==> src/rtl/spacing_buffer.sv <==
// Elastic FIFO that re-times a bursty sample stream so that
// successive out_nd pulses are at least SPACING cycles apart.
module spacing_buffer #(
  parameter int WDTH      = 32,
  parameter int MWDTH     = 1,
  parameter int LOG_DEPTH = 4,
  parameter int SPACING   = 2
) (
  input  logic                 clk,
  input  logic                 rst,
  input  logic [WDTH-1:0]      in_data,
  input  logic                 in_nd,
  input  logic [MWDTH-1:0]     in_m,
  output logic [WDTH-1:0]      out_data,
  output logic                 out_nd,
  output logic [MWDTH-1:0]     out_m,
  output logic [LOG_DEPTH:0]   count,
  output logic                 error
);

  localparam int DEPTH = 1 << LOG_DEPTH;
  localparam int EW    = WDTH + MWDTH;
  localparam int GW    = (SPACING > 1) ? $clog2(SPACING) : 1;

  localparam logic [GW-1:0]      GAP_RELOAD = GW'(SPACING - 1);
  localparam logic [LOG_DEPTH:0] FULL_CNT   = (LOG_DEPTH + 1)'(DEPTH);

  logic [EW-1:0]        mem_q [DEPTH];

  logic [LOG_DEPTH-1:0] wptr_q, wptr_d;
  logic [LOG_DEPTH-1:0] rptr_q, rptr_d;
  logic [LOG_DEPTH:0]   count_q, count_d;
  logic [GW-1:0]        gap_q, gap_d;
  logic [WDTH-1:0]      data_q, data_d;
  logic [MWDTH-1:0]     m_q, m_d;
  logic                 nd_q, nd_d;
  logic                 err_q, err_d;

  logic                 rd;
  logic                 wr;
  logic                 full;
  logic [EW-1:0]        head;

  assign head = mem_q[rptr_q];

  always_comb begin
    full = (count_q == FULL_CNT);
    rd   = (count_q != '0) && (gap_q == '0);
    // A full FIFO still takes a write when a read frees a slot.
    wr   = in_nd && (!full || rd);
  end

  always_comb begin
    wptr_d  = wptr_q;
    rptr_d  = rptr_q;
    count_d = count_q;
    gap_d   = gap_q;
    data_d  = data_q;
    m_d     = m_q;
    nd_d    = 1'b0;
    err_d   = err_q;

    if (wr)
      wptr_d = wptr_q + 1'b1;

    if (rd) begin
      rptr_d = rptr_q + 1'b1;
      {m_d, data_d} = head;
      nd_d   = 1'b1;
      gap_d  = GAP_RELOAD;
    end else if (gap_q != '0) begin
      gap_d  = gap_q - 1'b1;
    end

    unique case (1'b1)
      (wr && !rd): count_d = count_q + 1'b1;
      (rd && !wr): count_d = count_q - 1'b1;
      default:     count_d = count_q;
    endcase

    if (in_nd && !wr)
      err_d = 1'b1;
  end

  always_ff @(posedge clk) begin
    if (rst) begin
      wptr_q  <= '0;
      rptr_q  <= '0;
      count_q <= '0;
      gap_q   <= '0;
      data_q  <= '0;
      m_q     <= '0;
      nd_q    <= 1'b0;
      err_q   <= 1'b0;
    end else begin
      wptr_q  <= wptr_d;
      rptr_q  <= rptr_d;
      count_q <= count_d;
      gap_q   <= gap_d;
      data_q  <= data_d;
      m_q     <= m_d;
      nd_q    <= nd_d;
      err_q   <= err_d;
    end
  end

  // Storage is not reset; pointers alone define what is valid.
  always_ff @(posedge clk) begin
    if (!rst && wr)
      mem_q[wptr_q] <= {in_m, in_data};
  end

  assign out_data = data_q;
  assign out_m    = m_q;
  assign out_nd   = nd_q;
  assign count    = count_q;
  assign error    = err_q;

endmodule
==> config.mk <==
export PLATFORM = sky130hd
export DESIGN_NAME = spacing_buffer
export DESIGN_NICKNAME = d
export VERILOG_FILES = /design/src/rtl/spacing_buffer.sv
export SDC_FILE = /design/constraint.sdc
export NUM_CORES = 1
export LEC_CHECK = 0
export BUFFER_PORTS_ARGS = -buffer_cell sky130_fd_sc_hd__buf_2
export CORE_UTILIZATION = 54
export CTS_CLUSTER_DIAMETER = 120
export DETAILED_ROUTE_END_ITERATION = 10
export PLACE_DENSITY_LB_ADDON = 0.15
export SKIP_CTS_REPAIR_TIMING = 1
export SYNTH_ARGS = -nofsm -noshare
export SYNTH_HDL_FRONTEND = slang
export SYNTH_SLANG_ARGS = --single-unit
==> constraint.sdc <==
create_clock -name clk -period 4.1 [get_ports clk]
set_input_delay 0.41 -clock clk [delete_from_list [all_inputs] [get_ports clk]]
set_output_delay 0.41 -clock clk [all_outputs]
set_load 0.02 [all_outputs]
==> impl_metrics.env, run 1 <==
export IMPL_maxSlewViolCount=0
export IMPL_seq_area_frac_synth_pct=77.1
export IMPL_fillers=2760
export IMPL_path_max_fanout=22
export IMPL_finalSetupTns_ns=0
export IMPL_gp_congestion=0.774
export IMPL_wl_um=43500
export IMPL_h_tree_depth=2
export IMPL_holdCritPathClass="input port to flop"
export IMPL_cp_end_kind="flop"
export IMPL_drv_cap=0
export IMPL_drcViolationCount=0
export IMPL_drtIter0Drc=656
export IMPL_insertion_delay_ns=0.61
export IMPL_path_class="flop to flop"
export IMPL_synth_top_area_share_pct=72.7
export IMPL_outcome="finished clean"
export IMPL_ys_types=35
export IMPL_cts_root_buf="clkbuf_16"
export IMPL_drtAntennaViolNets=0
export IMPL_area_growth_pct=14.4
export IMPL_clk_pin_slew_ns=0.06
export IMPL_power_frac_clock_pct=34.0
export IMPL_rsz0062_at_grt="no"
export IMPL_overflow=0
export IMPL_final_common_cell="edfxtp_1"
export IMPL_fin_cells=1677
export IMPL_worst_ep_arrival_time_ns=3.08
export IMPL_die_height_um=203
export IMPL_slew_headroom_pct=32.8
export IMPL_p_int_w=0.0113
export IMPL_rows=73
export IMPL_seq_power_share_pct=45.0
export IMPL_core_um2=39800
export IMPL_required_ns=4.36
export IMPL_wl_per_cell_um=25.9
export IMPL_finalClockSkew_ns=0.0257
export IMPL_synth_cells=990
export IMPL_multi_input_area_um2=4850
export IMPL_avgSynthCellArea_um2=22.0
export IMPL_synth_top_area_cell="edfxtp_1"
export IMPL_path_cells="nor4_4, a31oi_1, nand2_1, nor2_4, buf_4"
export IMPL_ys_ff_latch=576
export IMPL_yosysWarnings=0
export IMPL_setup_worst_path_start_class="flop"
export IMPL_syn_area_um2=21800
export IMPL_portBuffers=75
export IMPL_fin_crit_sh_pct=68.8
export IMPL_place_inst=1570
export IMPL_combPwrFrac_pct=21.0
export IMPL_totalPowerFinal_w=0.0154
export IMPL_switching_power_w=0.00408
export IMPL_grt_pass1_vias=10200
export IMPL_diodes=0
export IMPL_grt_usage_pct=22.0
export IMPL_peakVddDrop_mv=0.465
export IMPL_slowest_stage="a31oi_1"
export IMPL_fin_nets=1149
export IMPL_seq_area_um2=16800
export IMPL_cts_buffers=57
export IMPL_cpPeakStageDelay_ns=0.59
export IMPL_vias_per_cell=5.90
export IMPL_clk_path_buf_depth=3
export IMPL_fin_util_pct=62.7
export IMPL_power_density_nw_per_um2=616
export IMPL_period_needed_ns=2.82
export IMPL_ioPinCount=76
export IMPL_antenna_found_initial=1
export IMPL_cts_tree="done"
export IMPL_setup_viol=0
export IMPL_fmax_mhz=354
export IMPL_drive_gt1_share_pct=33.9
export IMPL_hold_violations=0
export IMPL_pre_cts_ws_ns=1.13
export IMPL_first_pass_iters=4
export IMPL_initial_core_util_pct=54.8
export IMPL_die_w_um=203
export IMPL_grt_max_degree=52
export IMPL_leakage_nw=7.96
export IMPL_tightest_slew_ns=1.01
export IMPL_syn_nets=1035
export IMPL_clkSinkCount=576
export IMPL_final_cell_mix="528 x edfxtp_1, 132 x mux4_2, 75 x buf_2"
export IMPL_grt_pass1_wl_um=65100
export IMPL_layout_setup_ws_ns=1.28
export IMPL_swShare_pct=26.5
export IMPL_synth_area_leaders="edfxtp_1 73%, mux4_2 14%, dfxtp_1 4.4%, mux2_2 1.7%, mux2i_1 1.7%"
export IMPL_dieArea_um2=41200
export IMPL_post_dp_hpwl_um=25500
export IMPL_vias=9902
[stage by stage]
step                hold slack, ns  cell area, µm²
finish                       0.179           25000
floorplan                    0.477           21800
global route                 0.173           25000
CTS                          0.151           25000
detailed placement           0.471           23000
global placement             0.464           23000
[state kept, by name, indices dropped and copies added (netlist names)]
name and count:
count 5, error 1, gap_q 1, mem_q 528, out_data 32, out_m 1, rptr_q 4, wptr_q 4
[worst paths after layout]
path / from / endpoint / slack [ns] / depth (start not counted)
max reg2reg: count[0] / mem_q[5][19] / 1.28 / 5
min: in_nd / error / 0.18 / 3
max: count[0] / mem_q[5][19] / 1.28 / 5
min reg2reg: out_data[16] / out_data[16] / 0.48 / 1
[metal layers]
metal / wire [µm] / vias up / track usage (%) / part of all wire, %
li1: - / 4362 / - / -
met1: 18200 / 5247 / 29.1 / 42
met2: 22400 / 228 / 37.4 / 52
met3: 1850 / 63 / 3.68 / 4.3
met4: 1040 / 2 / 7.49 / 2.4
met5: 11 / - / 0 / 0.025
[power groups by stage]
stage | Sequential [W] | Clock (W) | Combinational [W]
finish | 0.00692 | 0.00522 | 0.00324
floorplan | 0.00711 | 0 | 0.00220
global route | 0.00696 | 0.00555 | 0.00348
CTS | 0.00693 | 0.00533 | 0.00332
global placement | 0.00704 | 0 | 0.00329
detailed placement | 0.00704 | 0 | 0.00331
[worst max-delay path, delay by kind of cell (launching register included)]
family / cells / cell delay (ns)
AOI/OAI and AO/OA: 1 / 0.59
buffers and inverters: 1 / 0.44
DFF: 1 / 0.41
and+or+nand+nor: 3 / 1.03
[cell type report]
| type | count | share of cell area [%] |
|---|---|---|
| Multi-Input combinational cell | 355 | 19.4 |
| Tap cell | 525 | 2.63 |
| Inverter | 9 | 0.135 |
| Clock inverter | 30 | 1.19 |
| Sequential cell | 576 | 67.4 |
| Clock buffer | 77 | 6.46 |
| Timing Repair Buffer | 105 | 2.71 |
[synthesized netlist by cell type]
cell      instances
buf_1             5
mux4_2          132
or3_1             1
nand3_1           1
ha_1              8
a211oi_1          1
o21ai_0           1
mux2_2           33
a221o_1          33
xor2_1            4
a21oi_2           2
nor2b_1           2
a211o_1           1
nand2_1          10
buf_6             4
and2_1            1
inv_2             1
a31oi_1           2
a41oi_1           1
xnor2_1           5
fa_1              1
clkbuf_1         25
nor2_1           66
inv_1             8
a21o_1            2
mux2i_1          37
a21oi_1           4
nand3b_1          1
nor4_4            1
edfxtp_1        528
dfxtp_1          48
nor3_1            1
buf_2            16
nand4_1           3
nor2b_4           1
[cell families after synthesis]
logic type | Yosys count | share of synthesized area (%)
xor gates and xnor gates | 9 | 0.361
and+or+nand+nor | 88 | 1.75
muxes | 202 | 17.0
buffers and inverters | 59 | 1.24
DFF | 576 | 77.1
adders and majority gates | 9 | 0.551
AOI/OAI and AO/OA | 47 | 1.95
No activity file was read; power rests on OpenSTA's default activity.
==> inputs of run 2 (changes only) <==
==> constraint.sdc (replaced) <==
create_clock -name clk -period 2.3 [get_ports clk]
set_input_delay 0.23 -clock clk [delete_from_list [all_inputs] [get_ports clk]]
set_output_delay 0.23 -clock clk [all_outputs]
set_load 0.02 [all_outputs]
==> impl_metrics.env, run 2 (same netlist as run 1, synthesis figures left out) <==
export IMPL_outcome="finished clean"
export IMPL_wl_per_cell_um=26.3
export IMPL_tightest_slew_ns=0.454
export IMPL_slew_headroom_pct=69.6
export IMPL_cts_root_buf="clkbuf_16"
export IMPL_cts_tree="done"
export IMPL_first_pass_iters=4
export IMPL_clk_pin_slew_ns=0.06
export IMPL_fin_util_pct=64.6
export IMPL_fmax_mhz=468
export IMPL_peakVddDrop_mv=0.930
export IMPL_holdCritPathClass="input port to flop"
export IMPL_drv_cap=0
export IMPL_diodes=0
export IMPL_core_um2=39800
export IMPL_grt_usage_pct=22.8
export IMPL_fin_crit_sh_pct=93.0
export IMPL_drtAntennaViolNets=0
export IMPL_finalClockSkew_ns=0.0190
export IMPL_fin_nets=1191
export IMPL_drive_gt1_share_pct=35.0
export IMPL_period_needed_ns=2.14
export IMPL_wl_um=45100
export IMPL_power_density_nw_per_um2=1090
export IMPL_die_w_um=203
export IMPL_portBuffers=75
export IMPL_antenna_found_initial=0
export IMPL_rows=73
export IMPL_grt_max_degree=37
export IMPL_ioPinCount=76
export IMPL_setup_worst_path_start_class="flop"
export IMPL_vias_per_cell=5.97
export IMPL_maxSlewViolCount=0
export IMPL_required_ns=2.77
export IMPL_largest_register_ff_count=528
export IMPL_drcViolationCount=0
export IMPL_h_tree_depth=2
export IMPL_clkSinkCount=576
export IMPL_setup_viol=0
export IMPL_leakage_nw=8.25
export IMPL_hold_violations=0
export IMPL_vias=10200
export IMPL_path_class="flop to flop"
export IMPL_grt_pass1_vias=10700
export IMPL_rsz0062_at_grt="no"
export IMPL_gp_congestion=0.731
export IMPL_insertion_delay_ns=0.61
export IMPL_overflow=0
export IMPL_drtIter0Drc=782
export IMPL_area_growth_pct=17.9
export IMPL_cts_buffers=56
export IMPL_final_cell_mix="528 x edfxtp_1, 132 x mux4_2, 75 x buf_2"
export IMPL_worst_ep_arrival_time_ns=2.61
export IMPL_largest_register="mem_q"
export IMPL_dieArea_um2=41200
export IMPL_finalSetupTns_ns=0
export IMPL_clk_path_buf_depth=3
export IMPL_cp_end_kind="flop"
export IMPL_path_max_fanout=4
export IMPL_die_height_um=203
export IMPL_grt_pass1_wl_um=67700
export IMPL_final_common_cell="edfxtp_1"
export IMPL_post_dp_hpwl_um=25100
export IMPL_initial_core_util_pct=54.8
run 2: cell count changes in the layout (fill, tap and decap cells not counted), moves of 2 or more:
| cell | previous run | this run |
|---|---|---|
| buf_12 | 6 | 38 |
| buf_4 | 24 | 27 |
| bufinv_16 | 5 | 9 |
| clkbuf_8 | 9 | 4 |
| clkinv_1 | 2 | 14 |
| clkinv_2 | 18 | 11 |
| clkinv_4 | 3 | 0 |
| dfxtp_1 | 45 | 43 |
| dlygate4sd3_1 | 0 | 8 |
| nand2_1 | 10 | 8 |
| nand2_2 | 0 | 2 |
run 2: cell type report:
| type | instances | area (µm²) |
|---|---|---|
| inverter | 9 | 33.8 |
| tap | 525 | 657 |
| multi-input combinational | 355 | 4870 |
| clock inverter | 34 | 378 |
| clock buffer | 70 | 1520 |
| fill | 2681 | 14100 |
| sequential | 576 | 16800 |
| timing repair buffer | 148 | 1420 |
run 2: routing by layer:
metal  part of all wire, %  GRT usage, %
met5                     0             0
met2                    51          38.4
met4                   2.0          5.88
met1                    44          31.4
met3                   3.6          3.71
run 2: worst paths after layout:
path	from	endpoint	slack, ns	cells after the start
worst max-delay path	count[1]	count[4]	0.16	10
worst min-delay path	in_data[21]	mem_q[12][21]	0.004	1
worst max register to register	count[1]	count[4]	0.16	10
worst min register to register	out_data[12]	out_data[12]	0.48	1
run 2: per-stage QoR:
| stage | std cells | total power, W | area, µm² | setup WS (ns) | hold WS, ns |
|---|---|---|---|---|---|
| after global placement | 1605 | 0.0187 | 23700 | 0.0865 | 0.456 |
| after floorplan | 990 | 0.0166 | 21900 | -0.119 | 0.297 |
| final | 1717 | 0.0280 | 25700 | 0.161 | 0.00363 |
| after CTS | 1709 | 0.0282 | 25600 | 0.0691 | -0.0273 |
| after detailed placement | 1605 | 0.0188 | 23700 | 0.0780 | 0.459 |
| after global routing | 1717 | 0.0291 | 25700 | 0.0554 | 0.000239 |
run 2: worst max-delay path, cell delays in order (launching register included):
cell     delay [ns]
dfxtp_2        0.35
nor4_4         0.34
a21oi_4        0.09
nand2_2        0.09
inv_2          0.07
ha_4           0.28
nor2b_1        0.12
o21ai_1        0.11
a211o_1        0.32
a31oi_1        0.16
a21oi_1        0.08
run 2: power by group:
group | switching (W) | internal, W | total (W)
clock | 0.00376 | 0.00564 | 0.00940
sequential | 0.000368 | 0.0119 | 0.0122
combinational | 0.00313 | 0.00317 | 0.00630
==> inputs of run 3 (changes only) <==
--- a/config.mk
+++ b/config.mk
@@ -7,10 +7,13 @@
 export LEC_CHECK = 0
 export BUFFER_PORTS_ARGS = -buffer_cell sky130_fd_sc_hd__buf_2
 export CORE_UTILIZATION = 54
+export CTS_BUF_LIST = sky130_fd_sc_hd__clkbuf_4 sky130_fd_sc_hd__clkbuf_8 sky130_fd_sc_hd__clkbuf_16
 export CTS_CLUSTER_DIAMETER = 120
 export DETAILED_ROUTE_END_ITERATION = 10
 export PLACE_DENSITY_LB_ADDON = 0.15
+export REMOVE_ABC_BUFFERS = 1
 export SKIP_CTS_REPAIR_TIMING = 1
+export SLEW_MARGIN = 15
 export SYNTH_ARGS = -nofsm -noshare
 export SYNTH_HDL_FRONTEND = slang
 export SYNTH_SLANG_ARGS = --single-unit
==> impl_metrics.env, run 3 (same netlist as run 1, synthesis figures left out) <==
export IMPL_worst_ep_arrival_time_ns=2.67
export IMPL_wl_um=45500
export IMPL_die_w_um=203
export IMPL_final_cell_mix="528 x edfxtp_1, 132 x mux4_2, 75 x buf_2"
export IMPL_cts_root_buf="clkbuf_16"
export IMPL_vias=10200
export IMPL_slew_headroom_pct=33.2
export IMPL_drtAntennaViolNets=0
export IMPL_area_growth_pct=17.8
export IMPL_tightest_slew_ns=1.00
export IMPL_first_pass_iters=5
export IMPL_finalClockSkew_ns=0.0225
export IMPL_cp_end_kind="flop"
export IMPL_core_um2=39800
export IMPL_setup_viol=0
export IMPL_grt_max_degree=37
export IMPL_h_tree_depth=2
export IMPL_drcViolationCount=0
export IMPL_grt_pass1_wl_um=67800
export IMPL_fin_crit_sh_pct=95.4
export IMPL_dieArea_um2=41200
export IMPL_cts_buffers=56
export IMPL_final_common_cell="edfxtp_1"
export IMPL_grt_pass1_vias=10700
export IMPL_path_max_fanout=4
export IMPL_largest_register="mem_q"
export IMPL_insertion_delay_ns=0.61
export IMPL_vias_per_cell=5.96
export IMPL_cts_tree="done"
export IMPL_grt_usage_pct=22.7
export IMPL_peakVddDrop_mv=0.830
export IMPL_die_height_um=203
export IMPL_clk_path_buf_depth=3
export IMPL_holdCritPathClass="input port to flop"
export IMPL_reg2reg_from="count[3]"
export IMPL_fillers=2695
export IMPL_leakage_nw=8.26
export IMPL_post_dp_hpwl_um=24900
export IMPL_wl_per_cell_um=26.5
export IMPL_drive_gt1_share_pct=36.7
export IMPL_power_density_nw_per_um2=1080
export IMPL_ioPinCount=76
export IMPL_rows=73
export IMPL_setup_worst_path_start_class="flop"
export IMPL_layout_setup_ws_ns=0.106
export IMPL_drv_cap=0
export IMPL_maxSlewViolCount=0
export IMPL_period_needed_ns=2.19
export IMPL_crit_reg2reg_capture="count[4]"
export IMPL_drtIter0Drc=737
export IMPL_overflow=0
export IMPL_pre_cts_ws_ns=0.0199
export IMPL_clkSinkCount=576
export IMPL_path_class="flop to flop"
export IMPL_antenna_found_initial=2
export IMPL_largest_register_ff_count=528
export IMPL_cp_startpoint="count[3]"
export IMPL_required_ns=2.78
export IMPL_failed_checks="negative hold slack"
export IMPL_fin_nets=1191
export IMPL_diodes=0
export IMPL_outcome="finished, violations left"
export IMPL_r2r_setup_slack_ns=0.11
export IMPL_fin_hold_ws_ns=-0.000253
export IMPL_hold_violations=1
export IMPL_gp_congestion=0.745
export IMPL_clk_pin_slew_ns=0.06
export IMPL_critPathCapture="count[4]"
export IMPL_portBuffers=75
export IMPL_fmax_mhz=456
export IMPL_initial_core_util_pct=54.8
export IMPL_reg2regPathDepth=10
==> run 3: changes by cell type in the layout (fill, tap and decap cells not counted), moves of 4 or more <==
cell           before  now
clkbuf_1            9    0
clkbuf_4            0   14
clkbuf_8            4    8
dlygate4sd3_1       8    3
bufinv_16           9    3
clkinv_1           14   10
==> run 3: power breakdown <==
group	switching, W	internal, W	total (W)	leakage (nW)
Clock	0.00376	0.00537	0.00913	0.941
Combinational	0.00315	0.00312	0.00628	2.16
Sequential	0.000364	0.0119	0.0122	5.15
Total	0.00728	0.0204	0.0276	8.26
==> run 3: metrics by stage <==
stage                     power, W  TNS [ns]  util [%]  cell area [µm²]  cells
after floorplan             0.0162   -602.66         -            21600    940
after global placement      0.0186         0      59.7            23800   1609
after detailed placement    0.0187         0      59.7            23800   1609
after CTS                   0.0278         0      64.4            25600   1715
after global routing        0.0287   -0.0247      64.5            25700   1719
final                       0.0276         0      64.5            25700   1719
==> run 3: critical path, cell delays in order (launching register included) <==
cell,delay [ns]
dfxtp_2,0.35
nor4_4,0.34
a21oi_2,0.10
nand2_1,0.12
inv_2,0.08
ha_4,0.29
nor2b_2,0.16
o21ai_2,0.09
a211o_1,0.31
a31oi_1,0.16
a21oi_1,0.08
==> run 3: area by class of cell <==
cell class	instances	area [µm²]	area share, %
Clock inverter	26	209	0.813
Clock buffer	80	1670	6.49
Timing Repair Buffer	147	1420	5.54
Inverter	9	33.8	0.131
Sequential cell	576	16800	65.5
Tap cell	525	657	2.56
Multi-Input combinational cell	356	4880	19.0
==> run 3: worst min-delay path by stage <==
stage / startpoint / endpoint / slack [ns] / depth (start not counted)
final: in_nd / error / -0.0003 / 3
after global routing: in_data[25] / mem_q[14][25] / 0.001 / 1
after CTS: in_data[20] / mem_q[12][20] / -0.03 / 1
after detailed placement: out_data[2] / out_data[2] / 0.47 / 1
after global placement: out_data[12] / out_data[12] / 0.46 / 1
after floorplan: rst / gap_q / 0.30 / 1
==> run 3: metal layers <==
layer / GRT usage [%] / share of wire (%) / up-vias
met4: 7.09 / 2.3 / 4
li1: - / - / 4436
met2: 36.7 / 49 / 291
met3: 3.32 / 5.3 / 76
met1: 32.3 / 43 / 5437
met5: 0 / 0.066 / -
